<file path="src/rtl/zuart_pkg.sv">
// zuart_pkg: definitions shared across the ZUART path (baud generator, TX/RX shifters).
//   ZUART_DIV_W       - width of a per-bit divisor, in clock cycles
//   ZUART_OSR         - oversample ticks per bit
//   ZUART_DEFAULT_DIV - divisor after reset (50 MHz / 115200)
//   zuart_div_t       - divisor type
package zuart_pkg;

  localparam int unsigned ZUART_DIV_W       = 16;
  localparam int unsigned ZUART_OSR         = 16;
  localparam int unsigned ZUART_DEFAULT_DIV = 434;

  typedef logic [ZUART_DIV_W-1:0] zuart_div_t;

endpackage

</file>
<file path="src/rtl/zuart_os_accum.sv">
// zuart_os_accum: oversample tick accumulator.
// Adds OSR on each enabled cycle. When the sum reaches P, it subtracts P and
// strobes os_tick. This gives exactly OSR ticks per P cycles, evenly spread
// with no drift. Usable standalone by RX.
//   clk     - system clock
//   rst     - asynchronous active-high reset
//   P       - effective cycles per bit (caller guarantees P >= OSR)
//   en      - run enable; low clears the accumulator and holds os_tick low
//   clr     - restart pulse; the accumulator restarts from zero on this edge
//             and no tick is issued
//   os_tick - registered one-cycle strobe
module zuart_os_accum
  import zuart_pkg::*;
#(
  parameter int unsigned DIV_W = ZUART_DIV_W,
  parameter int unsigned OSR   = ZUART_OSR
) (
  input  logic             clk,
  input  logic             rst,
  input  logic [DIV_W-1:0] P,
  input  logic             en,
  input  logic             clr,
  output logic             os_tick
);

  localparam logic [DIV_W:0] C_OSR = (DIV_W+1)'(OSR);

  logic [DIV_W:0] r_os_acc;
  logic           r_os_tick;

  logic [DIV_W:0] w_base;
  logic [DIV_W:0] w_sum;
  logic [DIV_W:0] w_p;
  logic           w_hit;
  logic [DIV_W:0] w_next;

  // The clr edge is counted as the first step from an empty accumulator,
  // which keeps os_tick phase-aligned with the restarted bit counter.
  assign w_base = clr ? '0 : r_os_acc;
  assign w_sum  = w_base + C_OSR;
  assign w_p    = {1'b0, P};
  assign w_hit  = (w_sum >= w_p);
  assign w_next = w_hit ? (w_sum - w_p) : w_sum;

  always_ff @(posedge clk or posedge rst) begin
    if (rst) begin
      r_os_acc  <= '0;
      r_os_tick <= 1'b0;
    end else if (!en) begin
      r_os_acc  <= '0;
      r_os_tick <= 1'b0;
    end else begin
      r_os_acc  <= w_next;
      r_os_tick <= w_hit && !clr;
    end
  end

  assign os_tick = r_os_tick;

endmodule

</file>
<file path="src/rtl/zuart_baud_gen.sv">
// zuart_baud_gen: runtime-programmable baud-rate generator.
// Optional feature macro: ZUART_BAUD_FRAC_EN (adds frac_i and a fractional
// divisor that stretches some bits to P+1 cycles).
//   clk      - system clock
//   rst      - asynchronous active-high reset
//   en       - run enable; low holds counters at zero and strobes low
//   div_i    - requested cycles per bit
//   div_load - pulse: capture div_i into the shadow divisor
//   sync     - pulse: restart bit phase (RX start-bit edge)
//   frac_i   - fractional divisor in sixteenths (ZUART_BAUD_FRAC_EN only)
//   bit_tick - strobe at each bit boundary
//   mid_tick - strobe at the bit centre
//   os_tick  - OSR strobes per bit period
module zuart_baud_gen
  import zuart_pkg::*;
#(
  parameter int unsigned DIV_W       = ZUART_DIV_W,
  parameter int unsigned OSR         = ZUART_OSR,
  parameter int unsigned DEFAULT_DIV = ZUART_DEFAULT_DIV
) (
  input  logic             clk,
  input  logic             rst,
  input  logic             en,
  input  logic [DIV_W-1:0] div_i,
  input  logic             div_load,
  input  logic             sync,
`ifdef ZUART_BAUD_FRAC_EN
  input  logic [3:0]       frac_i,
`endif
  output logic             bit_tick,
  output logic             mid_tick,
  output logic             os_tick
);

  localparam logic [DIV_W-1:0] C_OSR = DIV_W'(OSR);
  localparam logic [DIV_W-1:0] C_DEF = DIV_W'(DEFAULT_DIV);

  logic [DIV_W-1:0] r_div_sh;
  logic [DIV_W-1:0] r_div_q;
  logic [DIV_W-1:0] r_cnt;
  logic             r_bit_tick;
  logic             r_mid_tick;

  logic [DIV_W-1:0] w_p;
  logic             w_long;
  logic [DIV_W:0]   w_last;
  logic [DIV_W-1:0] w_mid;
  logic [DIV_W-1:0] w_base;
  logic             w_at_last;
  logic             w_at_mid;
  logic             w_wrap;

  // Divisors below OSR would leave no room for OSR oversample ticks per bit.
  assign w_p    = (r_div_q < C_OSR) ? C_OSR : r_div_q;
  assign w_last = {1'b0, w_p} - (DIV_W+1)'(1) + (DIV_W+1)'(w_long);
  assign w_mid  = (w_p >> 1) - DIV_W'(1);

  // A sync edge behaves like the first enabled edge after idle. The count
  // restarts from zero and this edge is the first counted cycle, so the bit
  // ends exactly Plen cycles later. Strobes are suppressed on this edge.
  assign w_base    = sync ? '0 : r_cnt;
  assign w_at_last = ({1'b0, w_base} == w_last);
  assign w_at_mid  = (w_base == w_mid);
  assign w_wrap    = en && !sync && w_at_last;

  always_ff @(posedge clk or posedge rst) begin
    if (rst) begin
      r_div_sh   <= C_DEF;
      r_div_q    <= C_DEF;
      r_cnt      <= '0;
      r_bit_tick <= 1'b0;
      r_mid_tick <= 1'b0;
    end else begin
      if (div_load) begin
        r_div_sh <= div_i;
      end
      // On a wrap that coincides with div_load, this takes the old shadow.
      if (!en || sync || w_wrap) begin
        r_div_q <= r_div_sh;
      end
      if (!en) begin
        r_cnt      <= '0;
        r_bit_tick <= 1'b0;
        r_mid_tick <= 1'b0;
      end else begin
        r_cnt      <= w_at_last ? '0 : (w_base + DIV_W'(1));
        r_bit_tick <= w_at_last && !sync;
        r_mid_tick <= w_at_mid && !sync;
      end
    end
  end

`ifdef ZUART_BAUD_FRAC_EN
  logic [3:0] r_frac_acc;
  logic       r_frac_long;

  assign w_long = r_frac_long;

  // The carry out of the sixteenths accumulator lengthens the next bit by one cycle.
  always_ff @(posedge clk or posedge rst) begin
    if (rst) begin
      r_frac_acc  <= '0;
      r_frac_long <= 1'b0;
    end else if (!en || sync) begin
      r_frac_acc  <= '0;
      r_frac_long <= 1'b0;
    end else if (w_at_last) begin
      {r_frac_long, r_frac_acc} <= {1'b0, r_frac_acc} + {1'b0, frac_i};
    end
  end
`else
  assign w_long = 1'b0;
`endif

  zuart_os_accum #(
    .DIV_W (DIV_W),
    .OSR   (OSR)
  ) u_os_accum (
    .clk     (clk),
    .rst     (rst),
    .P       (w_p),
    .en      (en),
    .clr     (sync),
    .os_tick (os_tick)
  );

  assign bit_tick = r_bit_tick;
  assign mid_tick = r_mid_tick;

endmodule

</file>
<file path="config.mk">
export PLATFORM = sky130hd
export DESIGN_NAME = zuart_baud_gen
export DESIGN_NICKNAME = d
export VERILOG_FILES = /design/src/rtl/zuart_pkg.sv /design/src/rtl/zuart_os_accum.sv /design/src/rtl/zuart_baud_gen.sv
export SDC_FILE = /design/constraint.sdc
export NUM_CORES = 1
export LEC_CHECK = 0
export ABC_AREA = 1
export CELL_PAD_IN_SITES_DETAIL_PLACEMENT = 0
export CELL_PAD_IN_SITES_GLOBAL_PLACEMENT = 1
export CORE_ASPECT_RATIO = 0.7
export CORE_MARGIN = 5
export CORE_UTILIZATION = 46
export CTS_BUF_LIST = sky130_fd_sc_hd__clkbuf_8
export DETAILED_ROUTE_END_ITERATION = 8
export PLACE_DENSITY = 0.87
export SKIP_CTS_REPAIR_TIMING = 1
export SLEW_MARGIN = 20
export SYNTH_ARGS = -nofsm -noshare
export SYNTH_HDL_FRONTEND = slang
export SYNTH_HIERARCHICAL = 1
export SYNTH_SLANG_ARGS = --single-unit
</file>
<file path="constraint.sdc">
create_clock -name clk -period 3.4 [get_ports clk]
set_input_delay 0.85 -clock clk [delete_from_list [all_inputs] [get_ports clk]]
set_output_delay 0.85 -clock clk [all_outputs]
set_load 0.02 [all_outputs]
</file>
==> results of run 1 <==
[worst max-delay path, delay by kind of cell]
family	cells	cell delay (ns)
simple gates	13	1.63
fa+ha+maj	2	0.53
buf+inv	2	0.29
xor+xnor	1	0.23
[power groups by stage]
stage | registers (µW) | logic (µW) | clock network, µW
after floorplan | 920 | 500 | 0
after global placement | 938 | 723 | 0
after detailed placement | 941 | 738 | 0
after CTS | 926 | 742 | 747
after global routing | 933 | 844 | 779
final | 927 | 760 | 728
[synth_stat cells, types with 16 or more instances]
cell      instances
mux2_2           16
nand3b_1         20
inv_1           149
nor2_1           87
clkbuf_1         16
a21oi_1          26
dfrtp_1          58
nand2_1         226
ha_1             20
xor2_1           44
nand4_1          16
nand3_1          72
[how the worst min path moves through the flow]
stage	from	end	slack, ns	cells past startpoint
global route	r_div_sh[5]	r_div_q[5]	0.48	2
global placement	r_div_sh[7]	r_div_q[7]	0.45	2
CTS	r_div_sh[5]	r_div_q[5]	0.47	2
floorplan	r_div_sh[10]	r_div_q[10]	0.44	2
detailed placement	r_div_sh[5]	r_div_q[5]	0.46	2
finish	r_div_sh[5]	r_div_q[5]	0.47	2
[sequential cells by signal (all words and copies together) (netlist names)]
| name | cells |
|---|---|
| r_div_sh | 16 |
| mid_tick | 1 |
| bit_tick | 1 |
| u_os_accum/os_tick | 1 |
| u_os_accum/r_os_acc | 17 |
| r_div_q | 16 |
| r_cnt | 16 |
[area by class of cell]
cell class | count | area share [%]
multi-input cells | 622 | 49.5
flip-flops and latches | 68 | 23.6
repair buffers | 116 | 13.4
inverters | 153 | 7.92
well taps | 162 | 2.80
clock buffers | 9 | 1.71
clock inverters | 7 | 1.12
[routing by layer]
| layer | vias up | share of wire [%] | GRT usage, % |
|---|---|---|---|
| li1 | 2901 | - | - |
| met1 | 2701 | 53 | 36.2 |
| met2 | 176 | 40 | 31.5 |
| met3 | 15 | 6.5 | 2.87 |
| met4 | 0 | 1.1 | 4.23 |
| met5 | - | 0 | 0 |
[metrics by stage]
stage	total power [µW]	std cells	area, µm²
floorplan	1420	873	5960
global placement	1660	1121	6950
detailed placement	1680	1121	6950
CTS	2420	1137	7160
global route	2560	1137	7250
finish	2410	1137	7250
[kinds of logic (layout without fill, tap and decap cells)]
kind of cell	Yosys count	count (layout)	share of synthesized area [%]
xor gates and xnor gates	56	56	8.23
muxes	16	16	3.02
DFF	68	68	28.8
buffers and inverters	183	285	12.7
and+or+nand+nor	481	481	38.3
AOI/OAI and AO/OA	48	48	4.49
adders and majority gates	21	21	4.53
==> results.md, run 1 <==
- Hold Fails Final Rpt: 0
- Asr flop ratio synth: 100%
- Post-Synthesis Cells: ~870
- Critical Path Sink: u_os_accum/os_tick
- Achievable Freq: 307 MHz
- Layout cell share with drive strength beyond 1: a little over 20%
- Hold crit path type: reg -> reg
- DRC Markers: 0
- Setup WS pre-CTS: -0.538 ns
- CP max FO: 8
- Status: completed
- Initial Util: 47.5%
- Worst-path cell chain: dlymetal6s2s_1, nor2_1, ha_2, nand3_4, nor2_4, nand2_2, nor2_2, xor2_1, inv_1, ha_4, nand2_1, nor3_1, nand2_1, nand2_1, nand2_4, nand2_2, nand2_1, nor2_1
- Clk root buf: clkbuf_8
- Row cnt: 34
- R2R Setup Slk: 0.28 ns
- Routed wire length per instance: roughly 15 µm
- Mapped Nets: 915
- DIE HEIGHT: 105 µm
- Least-Margin Pin Slew: approximately 0.73 ns
- Post-synthesis instance area: approximately 6000 µm²
- Arrival time of the worst setup path: ~3.5 ns
- Library cells used by synthesis: 41
- Avg Inst Size Synth: ~7 µm²
- Share of Yosys cell area claimed by the top area cell type: 24.3%
- FF-to-FF path depth: 15
- CTS buffer count: 9
- Post-layout min period: about 3.3 ns
- Worst setup EP type: flip-flop
- Hpwl dp: roughly 14 mm
- Commonest register cell after synthesis: dfrtp_1
- Iteration-0 DRC Markers: 482
- Top Ports: 24
- Detailed Route WL: around 17 mm
- Worst setup margin: about 0.14 ns
- Clock share of power: 30.1%
- Critical path's slowest cell: ha_4
- CTS tree: built
- Yosys synthesis warning count: 6
- Vias in the first global route: 5411
- Register share of total power: 38.4%
- Worst hold slack: 0.468 ns
- Comb power frac: around a third
- Worst endpoint required time: approximately 3.7 ns
- Leak: 0.00401 µW
- Setup_tns: 0 ns
- Power Internal: 1520 µW
- GP Congestion: 0.963
- Post-synth EDFFs: 0
- Cell taking the most area after synthesis: dfrtp_1
- CTS Sinks: 68
- Skew final: 0.0141 ns
- Pins Over Slew Limit: 0
- Slew headroom: 51.1%
- Reg area: 1710 µm²
- Worst r2r src: r_div_q[8]
- Final Setup Violations: 0
- #FFs+latches synth: 68
- Worst skew pair latency: 0.36 ns
- RSZ-0062 raised after global routing: yes
- Multi-input logic area: 3590 µm²
- P&R area growth vs syn: 21.6%
- Die X: between 100 and 150 µm
- Reg2reg end: r_div_q[6]
- Bufs on Longest Clock Path: 2
- Post-layout utilization of the core: between 50% and 60%
- Die Area: 15400 µm²
- Post-synthesis sequential area ratio: 28.8%
- Initial antenna violation count: 0
- Total track usage: 22.3%
- Layout fillers: 1182
- Switching Fraction: 37.1%
- Most frequent cells in the layout: 225 x nand2_1, 148 x inv_1, 90 x buf_4
- Kind of critical path: in -> reg
- Final worst path period share: 95.8%
- Core Area: 12500 µm²
- H-tree Lvls: 3
- Pwr per Cell Area: 333 nW/µm²
- MaxCap Viol Count: 0
- Clk pin slew, worst setup/hold paths: 0.09 ns
- Startpoint types: input pin
- Grt ovf: 0
- Vias: 5793
- Crit path from: sync
- Peak VDD IR: ~0.24 mV
- Synth area leaders: dfrtp_1 24%, nand2_1 14%, inv_1 9.4%
- IO Port Bufs: 23
- Antenna Violating Nets Remaining: 0
- DR vias/cell: around 5.1
- Number of diodes: 0
- Global-route wire length before repair: 27.8 mm
- Psw: 896 µW
- Commonest non-fill, non-tap cell in the layout: nand2_1
- Max stage delay on crit path: around 0.30 ns
- Crit-path most repeated cell: nand2_1
- Largest net degree at the start of global routing: 31
- Nets@finish: 1012
- First-pass detailed-route iteration total: 5
(Power assumes the default switching activity.)
==> inputs of run 2 (changes only) <==
Settings changed: CELL_PAD_IN_SITES_DETAIL_PLACEMENT 0 to 1.
==> results.md, run 2 (synthesis results as in run 1) <==
- Bufs on Longest Clock Path: 2 (unchanged)
- Final Setup Violations: 9 (was 0)
- Max stage delay on crit path: 0.33 ns (was 0.30 ns)
- Multi-input logic area: 3650 µm² (was 3590 µm²)
- Worst r2r src: r_div_q[13] (was r_div_q[8])
- Iteration-0 DRC Markers: 688 (was 482)
- IO Port Bufs: 23 (unchanged)
- Kind of critical path: in -> reg (unchanged)
- Top Ports: 24 (unchanged)
- Achievable Freq: 283 MHz (was 307 MHz)
- Worst setup margin: -0.135 ns (was 0.143 ns)
- Slew headroom: 46.5% (was 51.1%)
- Most frequent cells in the layout: 221 x nand2_1, 148 x inv_1, 99 x buf_4 (was 225 x nand2_1, 148 x inv_1, 90 x buf_4)
- Clock share of power: 29.9% (was 30.1%)
- DR vias/cell: 6.03 (was 5.09)
- Comb power frac: 34.2% (was 31.5%)
- CTS tree: built (unchanged)
- Die X: 146 µm (unchanged)
- Grt ovf: 0 (unchanged)
- Startpoint types: input pin (unchanged)
- Placed Area: 6950 µm² (unchanged)
- Skew final: 0.0194 ns (was 0.0141 ns)
- Reg2reg end: u_os_accum/r_os_acc[10] (was r_div_q[6])
- Critical Path Sink: u_os_accum/r_os_acc[10] (was u_os_accum/os_tick)
- Number of diodes: 0 (unchanged)
- H-tree Lvls: 3 (unchanged)
- Detailed Route WL: 27.6 mm (was 17.1 mm)
- P&R area growth vs syn: 23.7% (was 21.6%)
- Worst endpoint required time: 3.69 ns (was 3.68 ns)
- Dpl cells: 1121 (unchanged)
- Die Area: 15400 µm² (unchanged)
- Hold Fails Final Rpt: 0 (unchanged)
- Commonest non-fill, non-tap cell in the layout: nand2_1 (unchanged)
- Setup WS pre-CTS: -0.775 ns (was -0.538 ns)
- Vias: 6911 (was 5793)
- GP Congestion: 0.963 (unchanged)
- CTS buffer count: 9 (unchanged)
- Power, Total: 2630 µW (was 2410 µW)
- Power Internal: 1540 µW (was 1520 µW)
- Largest Register: u_os_accum/r_os_acc (unchanged)
- WP depth: 19 (was 18)
- Worst-path cell chain: clkbuf_2, nor2_2, ha_2, nand3_2, nor2_4, nand2_2, nor2_2, xor2_1, inv_1, ha_4, nand2_1, nor3_2, nand2_1, nand2_2, nand2_4, buf_12, nand3_1, nand2_1, nor2_1 (was dlymetal6s2s_1, nor2_1, ha_2, nand3_4, nor2_4, nand2_2, nor2_2, xor2_1, inv_1, ha_4, nand2_1, nor3_1, nand2_1, nand2_1, nand2_4, nand2_2, nand2_1, nor2_1)
- FF-to-FF path depth: 18 (was 15)
- DRC Markers: 0 (unchanged)
- Peak VDD IR: 0.270 mV (was 0.238 mV)
- Psw: 1090 µW (was 896 µW)
- Antenna Violating Nets Remaining: 0 (unchanged)
- Leak: 0.00402 µW (was 0.00401 µW)
- Layout cell share with drive strength beyond 1: 22.6% (was 20.4%)
- Row cnt: 34 (unchanged)
- Core Area: 12500 µm² (unchanged)
- Clk root buf: clkbuf_8 (unchanged)
- Setup_tns: -0.510 ns (was 0 ns)
- Crit path from: sync (unchanged)
- WP buf/inv: 3 (was 2)
- Worst path top cell family by delay: simple AND/OR/NAND/NOR gates (unchanged)
- DIE HEIGHT: 105 µm (unchanged)
- Switching Fraction: 41.5% (was 37.1%)
- Largest register FFs: 17 (unchanged)
- Fin cells: 1146 (was 1137)
- Hold crit path type: reg -> reg (unchanged)
- CTS Sinks: 68 (unchanged)
- Initial Util: 47.5% (unchanged)
- Largest net degree at the start of global routing: 31 (unchanged)
- MaxCap Viol Count: 0 (unchanged)
- Pins Over Slew Limit: 0 (unchanged)
- R2R Setup Slk: -0.03 ns (was 0.28 ns)
- Crit-path most repeated cell: nand2_1 (unchanged)
- Hpwl dp: 17.6 mm (was 13.7 mm)
- Pwr per Cell Area: 356 nW/µm² (was 333 nW/µm²)
- CP max FO: 16 (was 8)
- Fin area: 7380 µm² (was 7250 µm²)
- Violated checks: negative setup slack
- Register share of total power: 35.9% (was 38.4%)
- Post-layout min period: 3.54 ns (was 3.26 ns)
- Vias in the first global route: 6972 (was 5411)
- Reg area: 1710 µm² (unchanged)
- Worst setup EP type: flip-flop (unchanged)
- Least-Margin Pin Slew: 0.802 ns (was 0.733 ns)
- Total track usage: 31.0% (was 22.3%)
- Status: complete, but fails checks (was completed)
- Nets@finish: 1021 (was 1012)
- Routed wire length per instance: 24.1 µm (was 15.0 µm)
- Initial antenna violation count: 0 (unchanged)
- Layout fillers: 1608 (was 1182)
- Final worst path period share: 104% (was 95.8%)
- First-pass detailed-route iteration total: 5 (unchanged)
- Worst skew pair latency: 0.38 ns (was 0.36 ns)
- Arrival time of the worst setup path: 3.83 ns (was 3.53 ns)
- Clk pin slew, worst setup/hold paths: 0.11 ns (was 0.09 ns)
- Critical path's slowest cell: ha_4 (unchanged)
- Global-route wire length before repair: 37.6 mm (was 27.8 mm)
run 2: stage by stage:
stage / utilization (%) / hold WS [ns]
final: 58.8 / 0.478
after global routing: 58.8 / 0.497
after CTS: 57.0 / 0.475
after detailed placement: 55.4 / 0.465
after global placement: 55.4 / 0.454
after floorplan: - / 0.438
run 2: layer usage:
metal  global-route usage, %  vias to the layer above  wire, µm
met4                    13.0                        0      1620
met2                    50.8                      465     12400
li1                        -                     2901         -
met5                       0                        -         0
met1                    40.1                     3400     10900
met3                    6.69                      145      2640
run 2: worst min-delay path by stage:
stage                 start           to  slack, ns  cells past startpoint
2_1_floorplan  r_div_sh[10]  r_div_q[10]       0.44                      2
3_3_place_gp    r_div_sh[7]   r_div_q[7]       0.45                      2
3_5_place_dp    r_div_sh[4]   r_div_q[4]       0.46                      2
4_1_cts         r_div_sh[5]   r_div_q[5]       0.47                      2
5_1_grt         r_div_sh[5]   r_div_q[5]       0.50                      2
6_report        r_div_sh[5]   r_div_q[5]       0.48                      2
run 2: layout make-up:
class	count	area share (%)
inverter	153	7.79
clock inverter	7	1.09
clock buffer	9	1.68
timing repair buffer	125	13.9
sequential	68	23.2
multi-input combinational	622	49.5
tap	162	2.75
run 2: power groups by stage:
| stage | Clock, µW | Combinational (µW) | Sequential (µW) |
|---|---|---|---|
| 6_report | 784 | 898 | 944 |
| 2_1_floorplan | 0 | 500 | 920 |
| 4_1_cts | 764 | 806 | 936 |
| 5_1_grt | 816 | 947 | 946 |
| 3_5_place_dp | 0 | 783 | 946 |
| 3_3_place_gp | 0 | 723 | 938 |
run 2: worst min-delay path: cells and delay by family, from the launching register on:
family           cells  cell delay [ns]
and+or+nand+nor      2             0.12
DFF                  1             0.39
